===== config.mk =====
export PLATFORM = sky130hd
export DESIGN_NAME = imem_loader_flat
export DESIGN_NICKNAME = d
export VERILOG_FILES = /design/src/rtl/imem_loader_if.sv /design/src/rtl/imem_loader.sv /design/src/flat_wrapper.sv
export SDC_FILE = /design/constraint.sdc
export NUM_CORES = 1
export LEC_CHECK = 0
export ABC_AREA = 1
export CORE_UTILIZATION = 40
export DETAILED_ROUTE_END_ITERATION = 7
export HOLD_SLACK_MARGIN = 0.08
export SLEW_MARGIN = 30
export SYNTH_ARGS = -nofsm -noshare
export SYNTH_HDL_FRONTEND = slang
export SYNTH_SLANG_ARGS = --single-unit

===== constraint.sdc =====
create_clock -name clk -period 3.55 [get_ports clk]
set_input_delay 0.71 -clock clk [delete_from_list [all_inputs] [get_ports clk]]
set_output_delay 0.71 -clock clk [all_outputs]
set_load 0.01 [all_outputs]

===== src/rtl/imem_loader_if.sv =====
// Byte-stream handshake plus instruction-memory write port used by the boot loader.
// The master side is the byte source and memory observer; the slave side is the loader.
interface imem_loader_if #(
    parameter int ADDR_W = 6
);
    logic [7:0]        byte_in;
    logic              byte_valid;
    logic              byte_ready;
    logic              imem_we;
    logic [ADDR_W-1:0] imem_waddr;
    logic [31:0]       imem_wdata;

    modport master (
        output byte_in,
        output byte_valid,
        input  byte_ready,
        input  imem_we,
        input  imem_waddr,
        input  imem_wdata
    );

    modport slave (
        input  byte_in,
        input  byte_valid,
        output byte_ready,
        output imem_we,
        output imem_waddr,
        output imem_wdata
    );
endinterface


===== src/rtl/imem_loader.sv =====
// Boot-time instruction memory loader.
// Stream: header N, 4*N payload bytes (little-endian words), XOR check byte.
// Words are written to consecutive addresses from 0; the core is held in
// reset until the whole image has been written and the check byte matches.
module imem_loader #(
    parameter int DEPTH  = 64,
    parameter int ADDR_W = 6
) (
    input  logic                clk,
    input  logic                rst,
    input  logic                start,
    imem_loader_if.slave        bus,
    output logic                cpu_hold,
    output logic                done,
    output logic                err,
    output logic [6:0]          words_loaded
);
    typedef enum logic [2:0] {
        IDLE,
        HDR,
        DATA,
        CHK,
        DONE,
        ERR
    } state_t;

    localparam logic [7:0] DEPTH_B = 8'(DEPTH);

    state_t      state;
    logic [1:0]  byte_cnt;
    logic [7:0]  checksum;
    logic [6:0]  n_words;
    logic [23:0] word_buf;   // lanes 0..2 of the word being assembled
    logic        xfer;

    assign xfer = bus.byte_valid & bus.byte_ready;

    // Loader FSM; every output is registered and updated together with the state.
    always_ff @(posedge clk or posedge rst) begin
        if (rst) begin
            state          <= IDLE;
            bus.byte_ready <= 1'b0;
            bus.imem_we    <= 1'b0;
            bus.imem_waddr <= '0;
            bus.imem_wdata <= '0;
            cpu_hold       <= 1'b1;
            done           <= 1'b0;
            err            <= 1'b0;
            words_loaded   <= '0;
            byte_cnt       <= '0;
            checksum       <= '0;
            n_words        <= '0;
            word_buf       <= '0;
        end else begin
            // Write strobe is a single-cycle pulse; address/data hold otherwise.
            bus.imem_we <= 1'b0;

            case (state)
                IDLE, DONE, ERR: begin
                    if (start) begin
                        state          <= HDR;
                        bus.byte_ready <= 1'b1;
                        done           <= 1'b0;
                        err            <= 1'b0;
                        words_loaded   <= '0;
                        checksum       <= '0;
                        bus.imem_waddr <= '0;
                        byte_cnt       <= '0;
                        cpu_hold       <= 1'b1;
                    end
                end

                HDR: begin
                    if (xfer) begin
                        if (bus.byte_in > DEPTH_B) begin
                            // Image larger than the memory: reject before writing anything.
                            state          <= ERR;
                            bus.byte_ready <= 1'b0;
                            err            <= 1'b1;
                        end else if (bus.byte_in == 8'd0) begin
                            state <= CHK;
                        end else begin
                            n_words <= bus.byte_in[6:0];
                            state   <= DATA;
                        end
                    end
                end

                DATA: begin
                    if (xfer) begin
                        checksum <= checksum ^ bus.byte_in;
                        byte_cnt <= byte_cnt + 2'd1;
                        case (byte_cnt)
                            2'd0: word_buf[7:0]   <= bus.byte_in;
                            2'd1: word_buf[15:8]  <= bus.byte_in;
                            2'd2: word_buf[23:16] <= bus.byte_in;
                            default: begin
                                // Fourth byte completes the word; write it next cycle.
                                bus.imem_we    <= 1'b1;
                                bus.imem_wdata <= {bus.byte_in, word_buf};
                                bus.imem_waddr <= words_loaded[ADDR_W-1:0];
                                words_loaded   <= words_loaded + 7'd1;
                                if (words_loaded + 7'd1 == n_words) begin
                                    state <= CHK;
                                end
                            end
                        endcase
                    end
                end

                CHK: begin
                    if (xfer) begin
                        bus.byte_ready <= 1'b0;
                        if (bus.byte_in == checksum) begin
                            state    <= DONE;
                            done     <= 1'b1;
                            cpu_hold <= 1'b0;
                        end else begin
                            state <= ERR;
                            err   <= 1'b1;
                        end
                    end
                end

                default: begin
                    state          <= IDLE;
                    bus.byte_ready <= 1'b0;
                end
            endcase
        end
    end
endmodule

===== src/flat_wrapper.sv =====
// flat-port wrapper written by rule: the top's interface ports become plain ports
module imem_loader_flat 
#(
    parameter int DEPTH  = 64,
    parameter int ADDR_W = 6
)
  (clk, rst, start, cpu_hold, done, err, words_loaded, bus_byte_in, bus_byte_valid, bus_byte_ready, bus_imem_we, bus_imem_waddr, bus_imem_wdata);
  imem_loader_if #(.ADDR_W(ADDR_W)) bus_i ();
  input  logic clk;
  input  logic rst;
  input  logic start;
  output logic cpu_hold;
  output logic done;
  output logic err;
  output logic [6:0] words_loaded;
  input wire logic [$bits(bus_i.byte_in)-1:0] bus_byte_in;
  input wire logic [$bits(bus_i.byte_valid)-1:0] bus_byte_valid;
  output wire logic [$bits(bus_i.byte_ready)-1:0] bus_byte_ready;
  output wire logic [$bits(bus_i.imem_we)-1:0] bus_imem_we;
  output wire logic [$bits(bus_i.imem_waddr)-1:0] bus_imem_waddr;
  output wire logic [$bits(bus_i.imem_wdata)-1:0] bus_imem_wdata;
  assign bus_i.byte_in = bus_byte_in;
  assign bus_i.byte_valid = bus_byte_valid;
  assign bus_byte_ready = bus_i.byte_ready;
  assign bus_imem_we = bus_i.imem_we;
  assign bus_imem_waddr = bus_i.imem_waddr;
  assign bus_imem_wdata = bus_i.imem_wdata;
  imem_loader #(.DEPTH(DEPTH), .ADDR_W(ADDR_W)) u_core (.clk(clk), .rst(rst), .start(start), .bus(bus_i), .cpu_hold(cpu_hold), .done(done), .err(err), .words_loaded(words_loaded));
endmodule

# Yosys cells after proc, flatten, opt, wreduce, memory -nomap -nowiden
# Index checks and enable logic that the tools add are counted.
[op_classes] addsub=2 order_cmp=1 eq_ne=18 mux=44 bitwise_logic=6 n_reduce_logical=19
[op_table] operator="3-bit 2-to-1 mux" count=7
[op_table] operator="7-bit 2-to-1 mux" count=3
[op_table] operator="1-bit 2-to-1 mux" count=18
[op_table] operator="6-bit 2-to-1 mux" count=3
[op_table] operator="8-bit 2-to-1 mux" count=2
[op_table] operator="8-bit one-hot mux with 2 select lines" count=1
[op_table] operator="3-bit AND reduction" count=5
[op_table] operator="7-bit one-hot mux with 2 select lines" count=1
[op_table] operator="2-bit by 1-bit != test with 1-bit output, second input constant" count=6
[op_table] operator="3-bit one-hot mux with 4 select lines" count=1
[op_table] operator="6-bit one-hot mux with 2 select lines" count=1
[op_table] operator="4-bit AND reduction" count=3
[op_table] operator="6-bit AND reduction" count=2
[op_table] operator="8-bit == test" count=1
[op_table] operator="8-bit by 7-bit > comparator with 1-bit output, second input constant" count=1
[op_table] operator="8-bit logical NOT" count=1
[op_table] operator="8-bit XOR" count=1
[op_table] operator="7-bit by 1-bit adder with 7-bit output, second input constant" count=1
[op_table] operator="7-bit == test" count=1
[op_table] operator="3-bit by 2-bit == test with 1-bit output, second input constant" count=2
[op_table] operator="3-bit == test, second input constant" count=2
[op_table] operator="2-bit != test, second input constant" count=3
[op_table] operator="3-bit OR reduction" count=2
[op_table] operator="5-bit AND reduction" count=1
[op_table] operator="15 further kinds" count=21
[word_totals] ff_bits=94 input_bits=12 output_inout_bits=50 elab_cells=105

# Depth between registers and ports, before layout
[depth] depth_word=6 depth_mapped=14

# Worst setup path after synthesis
# Ideal clock, no wire load.
[synth_path] path_kind="input to register" startpoint="in bus_byte_in[0]" endpoint="reg u_core.n_words[1]" t_arrival_ns=1.701 slack_ns=1.732 stages=9 n_path_buf=1 path_cell_list="inv_1 nand4_1 o21ai_2 nand2_2 nor2_1 nand3_2 buf_6 nand2_1 o21ai_2"
[synth_between] elab_chain_cells=3 word_cells_on_any_way=5 cone_classes="order compare (1); bitwise (2); reduce/logical (2)"
[synth_lines] item="from (decl)" line_no="flat_wrapper.sv:16" source="input wire logic [$bits(bus_i.byte_in)-1:0] bus_byte_in;"
[synth_lines] item="8-bit by 7-bit > comparator with 1-bit output or 8-bit logical NOT (tied branches)" line_no="imem_loader.sv:75, imem_loader.sv:80"
[synth_lines] item="1-bit NOT (no line)"
[synth_lines] item="4-bit AND reduction (no line) (*)"
[synth_lines] item="to (signal assigned)" line_no="imem_loader.sv:83" source="n_words <= bus.byte_in[6:0];"
[synth_lines] item="to (decl)" line_no="imem_loader.sv:32" source="logic [6:0] n_words;"
# Every way passes the cells marked *; elsewhere a longest branch is shown, timed or not.
# A chain may end at the register's enable or synchronous reset.

# Final worst setup path
[layout_path] startpoint="in bus_byte_valid" endpoint="reg u_core.words_loaded[2]"
[layout_between] elab_chain_cells=3
[layout_lines] item="from (decl)" line_no="flat_wrapper.sv:17" source="input wire logic [$bits(bus_i.byte_valid)-1:0] bus_byte_valid;"
[layout_lines] item="1-bit bitwise AND" line_no="imem_loader.sv:36" source="assign xfer = bus.byte_valid & bus.byte_ready;"
[layout_lines] item="2-bit by 1-bit != test with 1-bit output (no line)"
[layout_lines] item="4-bit AND reduction (no line)"
[layout_lines] item="to (signal assigned)" line_no="imem_loader.sv:102" source="words_loaded <= words_loaded + 7'd1;"
[layout_lines] item="to (decl)" line_no="imem_loader.sv:16" source="output logic [6:0] words_loaded"
# No other way between the ends.

==> flow_summary.json <==
{
  "maxClockFrequency_ghz": 0.409,
  "grt_max_degree": 42,
  "critPathCaptureType": "flop",
  "cts_made_buffers": 9,
  "tns_ns": 0,
  "hold_viol": 0,
  "syn_avg_cell_area_um2": 8.79,
  "drt_iter0_markers": 127,
  "startpoint_type": "input port",
  "power.density_nw_per_um2": 502,
  "die_area_um2": 10500,
  "syn-num-nets": 475,
  "drive_gt1_frac": 0.0798,
  "clkLatencyLatePin_ns": 0.36,
  "n_antenna_cell": 0,
  "rsz0062_at_grt": "no",
  "fin_nets": 539,
  "groute.usage.overall": 0.188,
  "grt_pass1_vias": 2992,
  "pin_count": 62,
  "status": "finished, final reports clean",
  "finalCriticalPeriod_ns": 2.44,
  "synthFlopType": "dfrtp_1",
  "crit_type": "input port to flop",
  "p_int_uw": 1690,
  "p_leak_uw": 0.00238,
  "grt_overflow": 0,
  "fp.dieW_um": 102,
  "yosysTopAreaCell": "dfrtp_1",
  "core_area_um2": 9770,
  "yosysSeqAreaShare": 0.585,
  "hold_buffers": 0,
  "route.antenna.remaining_nets": 0,
  "max_slew_margin": 0.501,
  "dp_hpwl_um": 6300,
  "grt_pass1_wl_um": 14700,
  "synth_edf_count": 0,
  "switching_share": 0.318,
  "fill_cells": 969,
  "syn_inst": 458,
  "critPathRequiredTime_ns": 3.78,
  "drt-total-wl_um": 9010,
  "arrival_ns": 2.67,
  "cts_setup_buffers": 0,
  "power_uw": 2480,
  "drc": 0,
  "synth_top_area_frac": 0.578,
  "finalWeightedCongestion": 0.820,
  "placed_cells": 644,
  "avgViaCountPerCell": 4.77,
  "netlist_area_um2": 4020,
  "routed-via-count": 3145,
  "drt_first_pass_iters": 4,
  "rows": 36,
  "avgRoutedWirePerCell_um": 13.7,
  "final_util": 0.506,
  "cts_tree": "done",
  "yosys-top-cells-area": "dfrtp_1 (58%), nand2_1 (17%), o21ai_0 (6.6%)",
  "post_cts_resized": 0,
  "start_util": 0.412,
  "antenna_found_initial": 0,
  "path_max_fanout": 28,
  "maxSlewViolCount": 0,
  "synth.ff_latch_count": 94,
  "worstMarginPinSlew_ns": 0.748,
  "hold_path.class": "flop to flop",
  "area_growth_pct": 22.8,
  "htreeDepth": 3,
  "yosysWarnings": 0,
  "min_period_over_period": 0.689,
  "synthTopCellsByCount": "nand2_1 (181), dfrtp_1 (93), o21ai_0 (53)",
  "drv_cap": 0,
  "ys_types": 27,
  "die_h_um": 102,
  "p_sw_uw": 788,
  "skew_ns": 0.0103,
  "hold_ws_ns": 0.470,
  "port_buffers": 61,
  "cts_sinks": 94,
  "pwr-share-comb": 0.220,
  "fin_cells": 659,
  "peakVddDrop_uv": 182,
  "clock-root-buffer": "clkbuf_8",
  "async_flop_share": 1.00,
  "power_frac_seq": 0.533,
  "yosysMostFrequentCell": "nand2_1",
  "cts_buffer_depth": 2,
  "setup_viol": 0,
  "clk_pin_slew_ns": 0.09,
  "pwr-share-clk": 0.247
}
==> layer usage <==
| layer | wire length [µm] | GRT usage | vias to the layer above |
|---|---|---|---|
| li1 | - | - | 1573 |
| met5 | 0 | 0 | - |
| met1 | 4450 | 0.255 | 1495 |
| met4 | 56 | 0.0527 | 0 |
| met2 | 4160 | 0.298 | 72 |
| met3 | 345 | 0.0486 | 5 |
==> kinds of logic after synthesis <==
family	synth area share
simple gates	0.230
buf+inv	0.0519
fa+ha+maj	0.0155
xor+xnor	0.0174
compound gates	0.100
flops	0.585
==> placed cells by master (no fill, tap or decap), types with 3 or more instances in the layout <==
master / count
a21oi_1: 4
a22o_1: 3
clkbuf_8: 9
clkdlybuf4s50_1: 61
clkinv_2: 3
dfrtp_1: 93
ha_1: 5
inv_1: 30
inv_2: 11
nand2_1: 181
nand2_2: 4
nand3_1: 15
nand3b_1: 3
nor2_1: 15
o21ai_0: 53
o21ai_1: 3
o21ai_2: 5
o22ai_1: 4
xnor2_1: 5
xor2_1: 3
==> worst max-delay path: stages <==
cell and delay, ns:
clkdlybuf4s50_1 0.49, nand2_1 0.18, nor2_1 0.18, nand2_1 0.28, inv_2 0.49, nor2_4 0.13, inv_2 0.13, o22ai_1 0.08
==> per-stage QoR <==
step	instance area (µm²)	setup slack, ns
floorplan	4020	0.393
global placement	4790	0.759
detailed placement	4790	0.728
CTS	4940	1.11
global route	4940	0.922
finish	4940	1.11
==> cell type report <==
type | instances | area [µm²] | area share
flip-flops and latches | 94 | 2350 | 0.476
multi-input cells | 311 | 1460 | 0.296
repair buffers | 64 | 646 | 0.131
well taps | 133 | 166 | 0.0337
inverters | 42 | 159 | 0.0322
clock buffers | 11 | 131 | 0.0266
clock inverters | 4 | 25.0 | 0.00506
==> path summary, 6_finish.rpt <==
kind                                            endpoint                   from  cells past startpoint  slack (ns)
worst min-delay path                     u_core.cpu_hold        u_core.cpu_hold                      2        0.47
max in group asynchronous                u_core.cpu_hold                    rst                      3        1.96
worst min register to register           u_core.cpu_hold        u_core.cpu_hold                      2        0.47
min in group asynchronous       u_core.bus.imem_waddr[5]                    rst                      2        0.77
worst max register to register    u_core.words_loaded[2]  u_core.bus.byte_ready                      7        1.54
worst max-delay path              u_core.words_loaded[2]         bus_byte_valid                      8        1.11
==> sequential cells by signal, indices dropped and copies added (netlist names) <==
| register | count |
|---|---|
| u_core.checksum | 8 |
| u_core.err | 1 |
| u_core.bus.imem_waddr | 6 |
| u_core.state | 3 |
| u_core.done | 1 |
| u_core.words_loaded | 7 |
| u_core.byte_cnt | 2 |
| u_core.bus.imem_we | 1 |
| u_core.bus.byte_ready | 1 |
| u_core.n_words | 7 |
| u_core.word_buf | 24 |
| u_core.cpu_hold | 1 |
| u_core.bus.imem_wdata | 32 |
==> power by group through the flow <==
stage / clock network, µW / logic (µW) / registers (µW)
finish: 612 / 546 / 1320
global placement: 0 / 544 / 1340
global route: 675 / 621 / 1340
CTS: 635 / 552 / 1320
detailed placement: 0 / 549 / 1340
floorplan: 0 / 376 / 1330
(Power assumes the default switching activity.)
